[src/rtl/membus_arb.sv]
// membus_arb: two-master arbiter onto a shared single-beat slave bus with
// address decode, ROM write protection for the CPU port and a sticky error flag.
// Ports:
//   clk, n_reset        clock, synchronous active-low reset
//   m0_*                debugger request port (valid/adr/wdata/wstrb in, ready/rdata out)
//   m1_*                CPU request port, same shape as m0
//   s_adr/s_wdata/s_wstrb, ram_sel/mmio_sel/rom_sel   shared slave bus outputs
//   s_rdata             OR-combined slave read data, valid the cycle after a select
//   owner               port of the in-flight or last transaction (0 = m0, 1 = m1)
//   err, err_clr        sticky error flag and its clear
module membus_arb #(
  parameter bit DBG_PRIO = 1'b1
) (
  input  logic        clk,
  input  logic        n_reset,
  input  logic        m0_valid,
  input  logic [31:0] m0_adr,
  input  logic [31:0] m0_wdata,
  input  logic [3:0]  m0_wstrb,
  output logic        m0_ready,
  output logic [31:0] m0_rdata,
  input  logic        m1_valid,
  input  logic [31:0] m1_adr,
  input  logic [31:0] m1_wdata,
  input  logic [3:0]  m1_wstrb,
  output logic        m1_ready,
  output logic [31:0] m1_rdata,
  output logic [31:0] s_adr,
  output logic [31:0] s_wdata,
  output logic [3:0]  s_wstrb,
  output logic        ram_sel,
  output logic        mmio_sel,
  output logic        rom_sel,
  input  logic [31:0] s_rdata,
  output logic        owner,
  output logic        err,
  input  logic        err_clr
);

  localparam int unsigned AW = 32;
  localparam int unsigned DW = 32;
  localparam int unsigned SW = 4;
  localparam int unsigned PW = 16;

  typedef enum logic [1:0] {IDLE = 2'd0, ISSUE = 2'd1, RESP = 2'd2} state_e;

  state_e          state_q, state_d;
  logic            owner_q, owner_d;
  logic            err_q, err_d;
  logic            unmap_q, unmap_d;
  logic [DW-1:0]   m0_rdata_q, m0_rdata_d;
  logic [DW-1:0]   m1_rdata_q, m1_rdata_d;
  logic            m0_ready_q, m0_ready_d;
  logic            m1_ready_q, m1_ready_d;
  logic [AW-1:0]   s_adr_q, s_adr_d;
  logic [DW-1:0]   s_wdata_q, s_wdata_d;
  logic [SW-1:0]   s_wstrb_q, s_wstrb_d;
  logic            ram_sel_q, ram_sel_d;
  logic            mmio_sel_q, mmio_sel_d;
  logic            rom_sel_q, rom_sel_d;

  // Arbitration and decode of the candidate request in IDLE.
  logic            any_valid, win;
  logic [AW-1:0]   win_adr;
  logic [DW-1:0]   win_wdata;
  logic [SW-1:0]   win_wstrb;
  logic [PW-1:0]   win_page;
  logic            hit_ram, hit_mmio, hit_rom, unmapped, rom_wp;

  always_comb begin
    any_valid = m0_valid | m1_valid;
    // Contention: debugger priority, or hand the bus to the non-owner.
    if (m0_valid && m1_valid) win = DBG_PRIO ? 1'b0 : ~owner_q;
    else                      win = m1_valid;
    win_adr   = win ? m1_adr   : m0_adr;
    win_wdata = win ? m1_wdata : m0_wdata;
    win_wstrb = win ? m1_wstrb : m0_wstrb;
    win_page  = win_adr[AW-1:AW-PW];
    hit_ram   = (win_page == PW'(16'h0000));
    hit_mmio  = (win_page == PW'(16'h0001));
    hit_rom   = (win_page == PW'(16'h0002));
    unmapped  = ~(hit_ram | hit_mmio | hit_rom);
    // Only the CPU is write-protected from ROM.
    rom_wp    = win & hit_rom & (|win_wstrb);
  end

  // State and output registers.
  always_ff @(posedge clk) begin
    if (!n_reset) begin
      state_q    <= IDLE;
      owner_q    <= 1'b1;
      err_q      <= 1'b0;
      unmap_q    <= 1'b0;
      m0_rdata_q <= '0;
      m1_rdata_q <= '0;
      m0_ready_q <= 1'b0;
      m1_ready_q <= 1'b0;
      s_adr_q    <= '0;
      s_wdata_q  <= '0;
      s_wstrb_q  <= '0;
      ram_sel_q  <= 1'b0;
      mmio_sel_q <= 1'b0;
      rom_sel_q  <= 1'b0;
    end else begin
      state_q    <= state_d;
      owner_q    <= owner_d;
      err_q      <= err_d;
      unmap_q    <= unmap_d;
      m0_rdata_q <= m0_rdata_d;
      m1_rdata_q <= m1_rdata_d;
      m0_ready_q <= m0_ready_d;
      m1_ready_q <= m1_ready_d;
      s_adr_q    <= s_adr_d;
      s_wdata_q  <= s_wdata_d;
      s_wstrb_q  <= s_wstrb_d;
      ram_sel_q  <= ram_sel_d;
      mmio_sel_q <= mmio_sel_d;
      rom_sel_q  <= rom_sel_d;
    end
  end

  // Next-state logic.
  always_comb begin
    state_d = state_q;
    case (state_q)
      IDLE:    if (any_valid) state_d = ISSUE;
      ISSUE:   state_d = RESP;
      RESP:    state_d = IDLE;
      default: state_d = IDLE;
    endcase
  end

  // Output register next values; bus outputs are loaded on IDLE->ISSUE so
  // they are visible exactly during ISSUE, readys are loaded on ISSUE->RESP.
  always_comb begin
    owner_d    = owner_q;
    err_d      = err_clr ? 1'b0 : err_q;
    unmap_d    = unmap_q;
    m0_rdata_d = m0_rdata_q;
    m1_rdata_d = m1_rdata_q;
    m0_ready_d = 1'b0;
    m1_ready_d = 1'b0;
    s_adr_d    = '0;
    s_wdata_d  = '0;
    s_wstrb_d  = '0;
    ram_sel_d  = 1'b0;
    mmio_sel_d = 1'b0;
    rom_sel_d  = 1'b0;
    case (state_q)
      IDLE: begin
        if (any_valid) begin
          owner_d    = win;
          unmap_d    = unmapped;
          s_adr_d    = win_adr;
          s_wdata_d  = win_wdata;
          s_wstrb_d  = rom_wp ? SW'(0) : win_wstrb;
          ram_sel_d  = hit_ram;
          mmio_sel_d = hit_mmio;
          rom_sel_d  = hit_rom;
          // Set wins over a coincident clear.
          if (unmapped || rom_wp) err_d = 1'b1;
        end
      end
      ISSUE: begin
        m0_ready_d = ~owner_q;
        m1_ready_d = owner_q;
      end
      RESP: begin
        // Unmapped accesses return zero regardless of the bus.
        if (owner_q) m1_rdata_d = unmap_q ? DW'(0) : s_rdata;
        else         m0_rdata_d = unmap_q ? DW'(0) : s_rdata;
      end
      default: ;
    endcase
  end

  assign m0_ready = m0_ready_q;
  assign m0_rdata = m0_rdata_q;
  assign m1_ready = m1_ready_q;
  assign m1_rdata = m1_rdata_q;
  assign s_adr    = s_adr_q;
  assign s_wdata  = s_wdata_q;
  assign s_wstrb  = s_wstrb_q;
  assign ram_sel  = ram_sel_q;
  assign mmio_sel = mmio_sel_q;
  assign rom_sel  = rom_sel_q;
  assign owner    = owner_q;
  assign err      = err_q;

endmodule
[config.mk]
export PLATFORM = sky130hd
export DESIGN_NAME = membus_arb
export DESIGN_NICKNAME = d
export VERILOG_FILES = /design/src/rtl/membus_arb.sv
export SDC_FILE = /design/constraint.sdc
export NUM_CORES = 1
export LEC_CHECK = 0
export ABC_CLOCK_PERIOD_IN_PS = 3000
export BUFFER_PORTS_ARGS = -buffer_cell sky130_fd_sc_hd__buf_2
export CORE_AREA = 2 2 121 123
export DETAILED_ROUTE_END_ITERATION = 10
export DIE_AREA = 0 0 123 125
export GPL_TIMING_DRIVEN = 0
export PLACE_DENSITY = 0.73
export SYNTH_ARGS = -nofsm -noshare
export SYNTH_HDL_FRONTEND = slang
export SYNTH_SLANG_ARGS = --single-unit
[constraint.sdc]
create_clock -name clk -period 3 [get_ports clk]
set_input_delay 0.15 -clock clk [delete_from_list [all_inputs] [get_ports clk]]
set_output_delay 0.15 -clock clk [all_outputs]
set_load 0.1 [all_outputs]
# Yosys cells after proc, flatten, opt, wreduce, memory -nomap -nowiden
# Cells that the tools add are included.
dict set report totals {
  reg_bits 142
  output_inout_bits 139
}
dict set report classes {
  n_eq_ne 5
  mux 11
  n_bitwise 10
  n_reduce_logical 11
}
# operator n
set op_table {}
lappend op_table {{$mux 32} 3}
lappend op_table {{$eq 16x1->1 const B} 1}
lappend op_table {{$eq 16x2->1 const B} 1}
lappend op_table {{$logic_not 16->1} 1}
lappend op_table {{$reduce_and 2->1} 4}
lappend op_table {{$reduce_or 4->1} 2}
lappend op_table {{$mux 1} 5}
lappend op_table {{$not 1->1} 5}
lappend op_table {{$mux 4} 1}
lappend op_table {{$pmux 2 s2} 1}
lappend op_table {{$or 1x1->1} 3}
lappend op_table {{$reduce_and 3->1} 1}
lappend op_table {{$and 1x1->1} 2}
lappend op_table {{$eq 2x1->1 const B} 1}
lappend op_table {{$eq 2x2->1 const B} 1}
lappend op_table {{$logic_not 2->1} 1}
lappend op_table {{$mux 2} 1}
lappend op_table {{$ne 2x2->1 const B} 1}
lappend op_table {{$logic_and 1x1->1} 1}
lappend op_table {{$logic_or 1x1->1} 1}

# Depth between registers and ports, before layout
# Gate-level depths: netlist of run 1.
dict set report depth {
  ltp_word 11
  depth_mapped 6
  ltp_nobuf 5
}

# Least setup slack after synthesis of run 1
# No wires, ideal clock.
dict set report synth_path {
  kind {reg-to-reg}
  startpoint {register owner_q (netlist: owner)}
  endpoint {register m1_rdata_q[0] (netlist: m1_rdata[0])}
  setup_time_ns 0.076
  arrival_ns 1.739
  slack_ns 1.186
  path_stages_with_launch 6
  path_buffers 2
  synth_period_minus_slack_ns 1.814
  path_cell_list {dfxtp_1 > and3b_1 > buf_2 > buf_2 > nand2_1 > a21boi_0}
}
dict set report synth_via {
  elab_chain_cells 1
}
# element line
set synth_rtl {}
lappend synth_rtl {{from (decl)} 48} ;# logic owner_q, owner_d;
lappend synth_rtl {{from (signal assigned)} 106} ;# owner_q <= owner_d;
lappend synth_rtl {{$reduce_and 2->1 (no line)} n/a}
lappend synth_rtl {{to (signal assigned)} 110} ;# m1_rdata_q <= m1_rdata_d;
lappend synth_rtl {{to (decl)} 52} ;# logic [DW-1:0] m1_rdata_q, m1_rdata_d;
# Every way passes these cells.
# A chain may end at the register's enable or synchronous reset.

# Worst setup path after layout of run 1
dict set report layout_path {
  startpoint {register state_q[1]}
  endpoint {register s_wdata_q[29] (netlist: s_wdata[29])}
}
dict set report layout_via {
  elab_chain_cells 2
}
# element line
set layout_rtl {}
lappend layout_rtl {{from (decl)} 47} ;# state_e state_q, state_d;
lappend layout_rtl {{from (signal assigned)} 105} ;# state_q <= state_d;
lappend layout_rtl {{$logic_not 2->1} 149} ;# case (state_q)
lappend layout_rtl {{$reduce_and 3->1 (no line)} n/a}
lappend layout_rtl {{to (signal assigned)} 114} ;# s_wdata_q <= s_wdata_d;
lappend layout_rtl {{to (decl)} 56} ;# logic [DW-1:0] s_wdata_q, s_wdata_d;
# Every way passes these cells.

==> results of run 1 <==
[logic make-up (layout without fill, tap and decap cells)]
group,after synthesis,after routing,synth area share
flip-flops,142,142,0.516
multiplexers,6,6,0.0109
AND/OR/NAND/NOR,319,319,0.251
AO/OA/AOI/OAI,139,139,0.175
buffers and inverters,47,506,0.0466
[final cells by class]
cell class / count / area (µm²)
buffer: 46 / 253
clock buffer: 26 / 509
clock inverter: 5 / 103
fill: 1106 / 5130
inverter: 1 / 3.75
multi-input combinational: 464 / 2410
sequential: 142 / 2840
tap: 184 / 230
timing repair buffer: 428 / 2730
[path summary, 6_finish.rpt]
path | startpoint | end | slack (ns) | cells after the start
max | state_q[1] | s_wdata[29] | 0.86 | 6
min | m1_wdata[22] | s_wdata[22] | 0.03 | 3
min reg2reg | m0_rdata[8] | m0_rdata[8] | 0.45 | 2
max reg2reg | state_q[1] | s_wdata[29] | 0.86 | 6
[placed cells by master, fill, tap and decap left out, types with 10 or more instances in the layout]
master and count:
clkbuf_1 20, nand2_1 255, a21oi_1 44, dlygate4sd3_1 117, dfxtp_1 142, nor2b_1 33
a21boi_1 54, a21boi_0 10, buf_2 333, a21oi_2 20, clkbuf_16 17
[registers in the layout, indices dropped and copies added, names as in the netlist]
signal / cells
s_adr: 32
s_wdata: 32
m1_ready: 1
m0_rdata: 32
ram_sel: 1
owner: 1
unmap_q: 1
mmio_sel: 1
m1_rdata: 32
m0_ready: 1
rom_sel: 1
s_wstrb: 4
err: 1
state_q: 2
[through the flow]
stage	setup slack, ns	hold slack, ns
3_3_place_gp	1.42	0.391
2_1_floorplan	1.19	0.286
3_5_place_dp	1.41	0.396
5_1_grt	0.737	0.0251
4_1_cts	0.924	0.000443
6_report	0.858	0.0281
[timing repair]
item,4_1_cts,5_1_grt
hold buffers,117,0
hold endpoints to repair,59,0
setup buffers,0,0
[where the power goes]
part,internal [µW],switching (µW)
Sequential,1960,31.1
Clock,1410,789
Combinational,345,875
Total,3720,1700
[per-layer routing]
metal	vias to the layer above	global-route usage	wire length, µm
met3	128	0.0908	1990
met2	429	0.483	10600
met1	2951	0.292	8030
met4	2	0.203	1720
met5	-	0	6
li1	3023	-	-
[tightest hold or removal path, stage by stage]
cell and delay [ns]:
buf_2 0.10, nand2_1 0.05, a21oi_1 0.09
==> qor.yml, run 1 <==
detailed_routing:
  routed_wl_mm: 22.4
  post-route-drc-count: 0
  drt-pass1-iter-count: 5
  ant_nets: 0
  vias: 6533
  drt-initial-drc-count: 415
  vias_per_cell: 5.04
  routedWlPerCell_um: 17.3
cts:
  clkSinkCount: 142
  cts-root-buf: "clkbuf_16"
  ctsHtreeMaxLevel: 4
  cts.clk_slew.worst_paths_ns: 0.06
  cts_tree: "done"
  clock_latency_ns: 0.43
  ctsResizeCount: 0
  clockBufferDepth: 2
  cts_made_buffers: 17
timing:
  setup_viol: 0
  relSlewSlack: 0.641
  finalCriticalPeriod_ns: 2.14
  max_freq_mhz: 467
  slew_violations: 0
  rsz0062_at_grt: "false"
  finalCritPeriodShare: 0.714
  skew_ns: 0.0146
  hold_viol_final: 0
  setup-tns-final_ns: 0
  worst_slew_pin_slew_ns: 0.538
worst_setup_path:
  path_max_fanout: 10
  cp_num_buf_inv: 2
  slowest_delay_ns: 0.60
  crit_path_start_kind: "flop"
  path_cells: "nor2_2 -> o21a_2 -> nand2_2 -> clkbuf_1 -> a21oi_1 -> dlygate4sd3_1"
  crit_slowest_cell: "dlygate4sd3_1"
  cp.required_ns: 3.32
  cp-end-kind: "flop"
  path_class: "flop to flop"
  cp_top_family: "buffers and inverters"
  cp.arrival_ns: 2.46
synthesis:
  ys_top_cells_by_count: "nand2_1 (255), dfxtp_1 (142), a21boi_1 (54)"
  yosysMostFrequentCell: "nand2_1"
  yosysTopAreaCell: "dfxtp_1"
  synthFlopType: "dfxtp_1"
  synth_area_um2: 5510
  synthCells: 653
  yosys_register_bits: 142
  yosys_warnings: 0
  syn_nets: 826
  synthTopCellsByArea: "dfxtp_1 (52%), nand2_1 (17%), a21boi_1 (7.4%), a21oi_1 (4.0%), nor2b_1 (3.8%)"
  yosysSeqAreaShare: 0.516
  yosysTopAreaCellShare: 0.516
  synth-edff-count: 0
  syn_avg_cell_area_um2: 8.43
  ys_types: 35
  ys_async_sr_fraction: 0
placement:
  place_congestion: 0.910
  post_dp_cell_area_um2: 7290
  place_inst: 1148
  hpwlAfterDp_mm: 13.6
  portBuffers: 311
run_status:
  status: "complete, no violations"
floorplanning:
  io_pins: 312
  rows: 44
  core_um2: 14200
  fp.dieH_um: 125
  start_util: 0.388
  die_area_um2: 15400
  die_x_um: 123
finish:
  drive_above_1_share: 0.355
  fin_area_um2: 9070
  nets: 1273
  antenna_cells: 0
  syn_to_final_growth_pct: 64.8
  utilization: 0.639
  final_cells: 1296
power_and_ir_drop:
  power_density_nw_per_um2: 597
  vdd_drop_max_mv: 0.359
  finalPower_uw: 5420
  leakage_uw: 0.00443
grt:
  grt_use_total: 0.285
  grt_overflow: 0
  grt_pass1_vias: 6660
  antenna_found_initial: 2
  grt_max_degree: 17
  grt_pass1_wl_mm: 33.7
run:
  drv_cap: 0
min_path:
  holdCritPathClass: "input pin to flop"
(Power assumes the default switching activity.)
==> inputs of run 2 (changes only) <==
- ABC_AREA: unset -> 1
- ABC_CLOCK_PERIOD_IN_PS: 3000 -> 2100
- CORE_AREA: 2 2 121 123 -> 2 2 120 122
- DIE_AREA: 0 0 123 125 -> 0 0 122 124
- PLACE_DENSITY: 0.73 -> 0.77
- clock period: 3 -> 2.1 ns (I/O delays scaled with it)
==> run 2 against run 1 <==
Net effect:
- core utilization is 3.9 points higher
- cell area is 2.6% higher
- non-clock buffer count shrank 8
- critical path type unchanged
- via count rose by 9.3%
- combinational power increased by 72%
- flip-flop and latch count unchanged
- sequential power increased by 44%
==> qor.yml, run 2 <==
timing:
  setup-tns-final_ns: 0  # unchanged
  hold_viol_final: 0  # unchanged
  finalCriticalPeriod_ns: 1.72  # -0.424 ns
  setup_viol: 0  # unchanged
  skew_ns: 0.00539  # -0.00922 ns
  max_freq_mhz: 582  # +25%
  slew_violations: 0  # unchanged
  relSlewSlack: 0.620  # -0.0209
  rsz0062_at_grt: "false"
  worst_slew_pin_slew_ns: 0.565  # +0.0270 ns
  finalCritPeriodShare: 0.818  # +0.104
cts:
  ctsResizeCount: 0  # unchanged
  clkSinkCount: 142  # unchanged
  cts_tree: "done"
  clock_latency_ns: 0.41  # -0.02 ns
  cts_made_buffers: 17  # unchanged
  clockBufferDepth: 2  # unchanged
  cts.clk_slew.worst_paths_ns: 0.06  # about the same
  ctsHtreeMaxLevel: 4  # unchanged
  cts-root-buf: "clkbuf_16"
worst_setup_path:
  path_cells: "inv_1 -> nor3_1 -> buf_2 -> buf_2 -> nand2_1 -> a21oi_1"
  cp-end-kind: "flop"
  slowest_delay_ns: 0.42  # -0.18 ns
  path_class: "flop to flop"
  cp_num_buf_inv: 3  # +1
  crit_path_start_kind: "flop"
  cp_common_cell: "buf_2"
  path_max_fanout: 10  # unchanged
  cp.arrival_ns: 2.05  # -0.41 ns
  crit_slowest_cell: "dfxtp_1"
  cp_top_family: "buffers and inverters"
  cp.required_ns: 2.43  # -0.89 ns
synthesis:
  yosysTopAreaCellShare: 0.491  # -0.0259
  ys_types: 26  # -26%
  ys_top_cells_by_count: "nand2_1 (322), dfxtp_1 (142), inv_1 (103)"
  syn_nets: 1027  # +24%
  syn_avg_cell_area_um2: 6.79  # -20%
  synthTopCellsByArea: "dfxtp_1 (49%), nand2_1 (21%), inv_1 (6.7%), nor2_1 (6.5%), o21ai_0 (5.1%)"
  synth_area_um2: 5800  # +5.3%
  yosysSeqAreaShare: 0.491  # -0.0259
  synth-edff-count: 0  # unchanged
  yosysTopAreaCell: "dfxtp_1"
  yosys_register_bits: 142  # unchanged
  ys_async_sr_fraction: 0  # unchanged
  yosysMostFrequentCell: "nand2_1"
  yosys_warnings: 0  # unchanged
  synthFlopType: "dfxtp_1"
  synthCells: 854  # +31%
floorplanning:
  rows: 43  # -2.3%
  fp.dieH_um: 124  # -0.80%
  start_util: 0.422  # +0.0348
  die_x_um: 122  # -0.81%
  die_area_um2: 15100  # -1.6%
  io_pins: 312  # unchanged
  core_um2: 13700  # -3.4%
finish:
  nets: 1467  # +15%
  utilization: 0.678  # +0.0394
  antenna_cells: 0  # unchanged
  layout_commonest_cell: "nand2_1"
  syn_to_final_growth_pct: 60.6
  layout_common_cells: "nand2_1 (322), buf_2 (319), dfxtp_1 (142)"
  drive_above_1_share: 0.281  # -0.0740
power_and_ir_drop:
  leakage_uw: 0.00546  # +23%
  seq_power_share: 0.354  # -0.014
  p_int_uw: 5390  # +45%
  power_density_nw_per_um2: 874  # +46%
  clkPwrFrac: 0.388  # -0.018
  sw_frac_of_total: 0.337  # +0.0243
  pwr-share-comb: 0.258  # +0.033
  p_sw_uw: 2740  # +62%
  vdd_drop_max_mv: 0.564  # +57%
placement:
  hpwlAfterDp_mm: 14.7  # +8.0%
  portBuffers: 310  # -0.32%
  place_congestion: 0.928  # +2.0%
detailed_routing:
  post-route-drc-count: 0  # unchanged
  vias_per_cell: 4.81  # -4.6%
  routed_wl_mm: 22.9  # +2.1%
  drt-pass1-iter-count: 6  # +1
  drt-initial-drc-count: 570  # +37%
  routedWlPerCell_um: 15.4  # -11%
  vias: 7139  # +9.3%
  ant_nets: 0  # unchanged
grt:
  grt_use_total: 0.291  # +0.00601
  grt_max_degree: 17  # unchanged
  grt_pass1_wl_mm: 33.7  # +0.12%
  grt_pass1_vias: 6746  # +1.3%
  antenna_found_initial: 0  # -2
  grt_overflow: 0  # unchanged
run:
  drv_cap: 0  # unchanged
run_status:
  status: "complete, no violations"
min_path:
  holdCritPathClass: "input pin to flop"
[run 2: cell count changes in the layout (fill, tap and decap cells not counted), moves of 10 or more]
cell	delta
a21boi_0	-10
a21boi_1	-54
a21oi_2	-19
buf_2	-14
inv_1	+102
nand2_1	+67
nand3_1	+12
nor2_1	+95
nor2b_1	-33
o21ai_0	+57
[run 2: worst reg2reg max path, cell delays in order, from the launching register on]
cell and delay [ns]:
dfxtp_1 0.42, inv_1 0.08, nor3_1 0.39, buf_2 0.28, buf_2 0.25, nand2_1 0.08
a21oi_1 0.15
[run 2: kinds of logic (layout without fill, tap and decap cells)]
family	Yosys count	in the layout	synth area share
flops	142	142	0.491
simple gates	452	452	0.306
compound gates	107	107	0.0933
buf+inv	153	604	0.110
[run 2: per-stage QoR]
stage               instances  area (µm²)  setup WS [ns]  hold WS (ns)  power, µW
floorplan                 854        5800         0.0295         0.250       4340
global placement         1344        7570          0.342         0.371       4770
detailed placement       1344        7570          0.379         0.376       4790
CTS                      1485        9310          0.360       0.00431       8130
global route             1485        9310         0.0944        0.0252       8410
finish                   1485        9310          0.382        0.0291       8140
[run 2: final timing paths]
check | startpoint | end | slack (ns) | depth (start not counted)
max | owner | m1_rdata[28] | 0.38 | 6
min | m1_adr[11] | s_adr[11] | 0.03 | 5
max reg2reg | owner | m1_rdata[28] | 0.38 | 6
min reg2reg | state_q[1] | state_q[1] | 0.46 | 1
[run 2: timing repair]
item | 4_1_cts | 5_1_grt
setup buffers | 0 | 0
endpoints found under the hold margin | 82 | 0
hold buffers | 111 | 0
[run 2: cell type report]
cell class              instances  area, µm²
fillers                      1054       4410
flip-flops and latches        142       2840
repair buffers                421       2660
multi-input cells             559       2310
clock buffers                  22        494
inverters                     108        410
plain buffers                  45        229
well taps                     180        225
clock inverters                 8        129
[run 2: power by group through the flow]
stage	registers [µW]	clock network (µW)	logic, µW
2_1_floorplan	3900	0	433
3_3_place_gp	2930	0	1840
3_5_place_dp	2940	0	1850
4_1_cts	2880	3200	2050
5_1_grt	2890	3310	2200
6_report	2880	3160	2100
[run 2: metal layers]
metal  vias to the layer above  global-route usage  routed length [µm]  part of all wire
li1                       3456                   -                   -                 -
met4                         0               0.165                1100             0.048
met5                         -                   0                   0                 0
met3                        82              0.0668                2020             0.089
met2                       434               0.510               11100              0.49
met1                      3167               0.326                8630              0.38
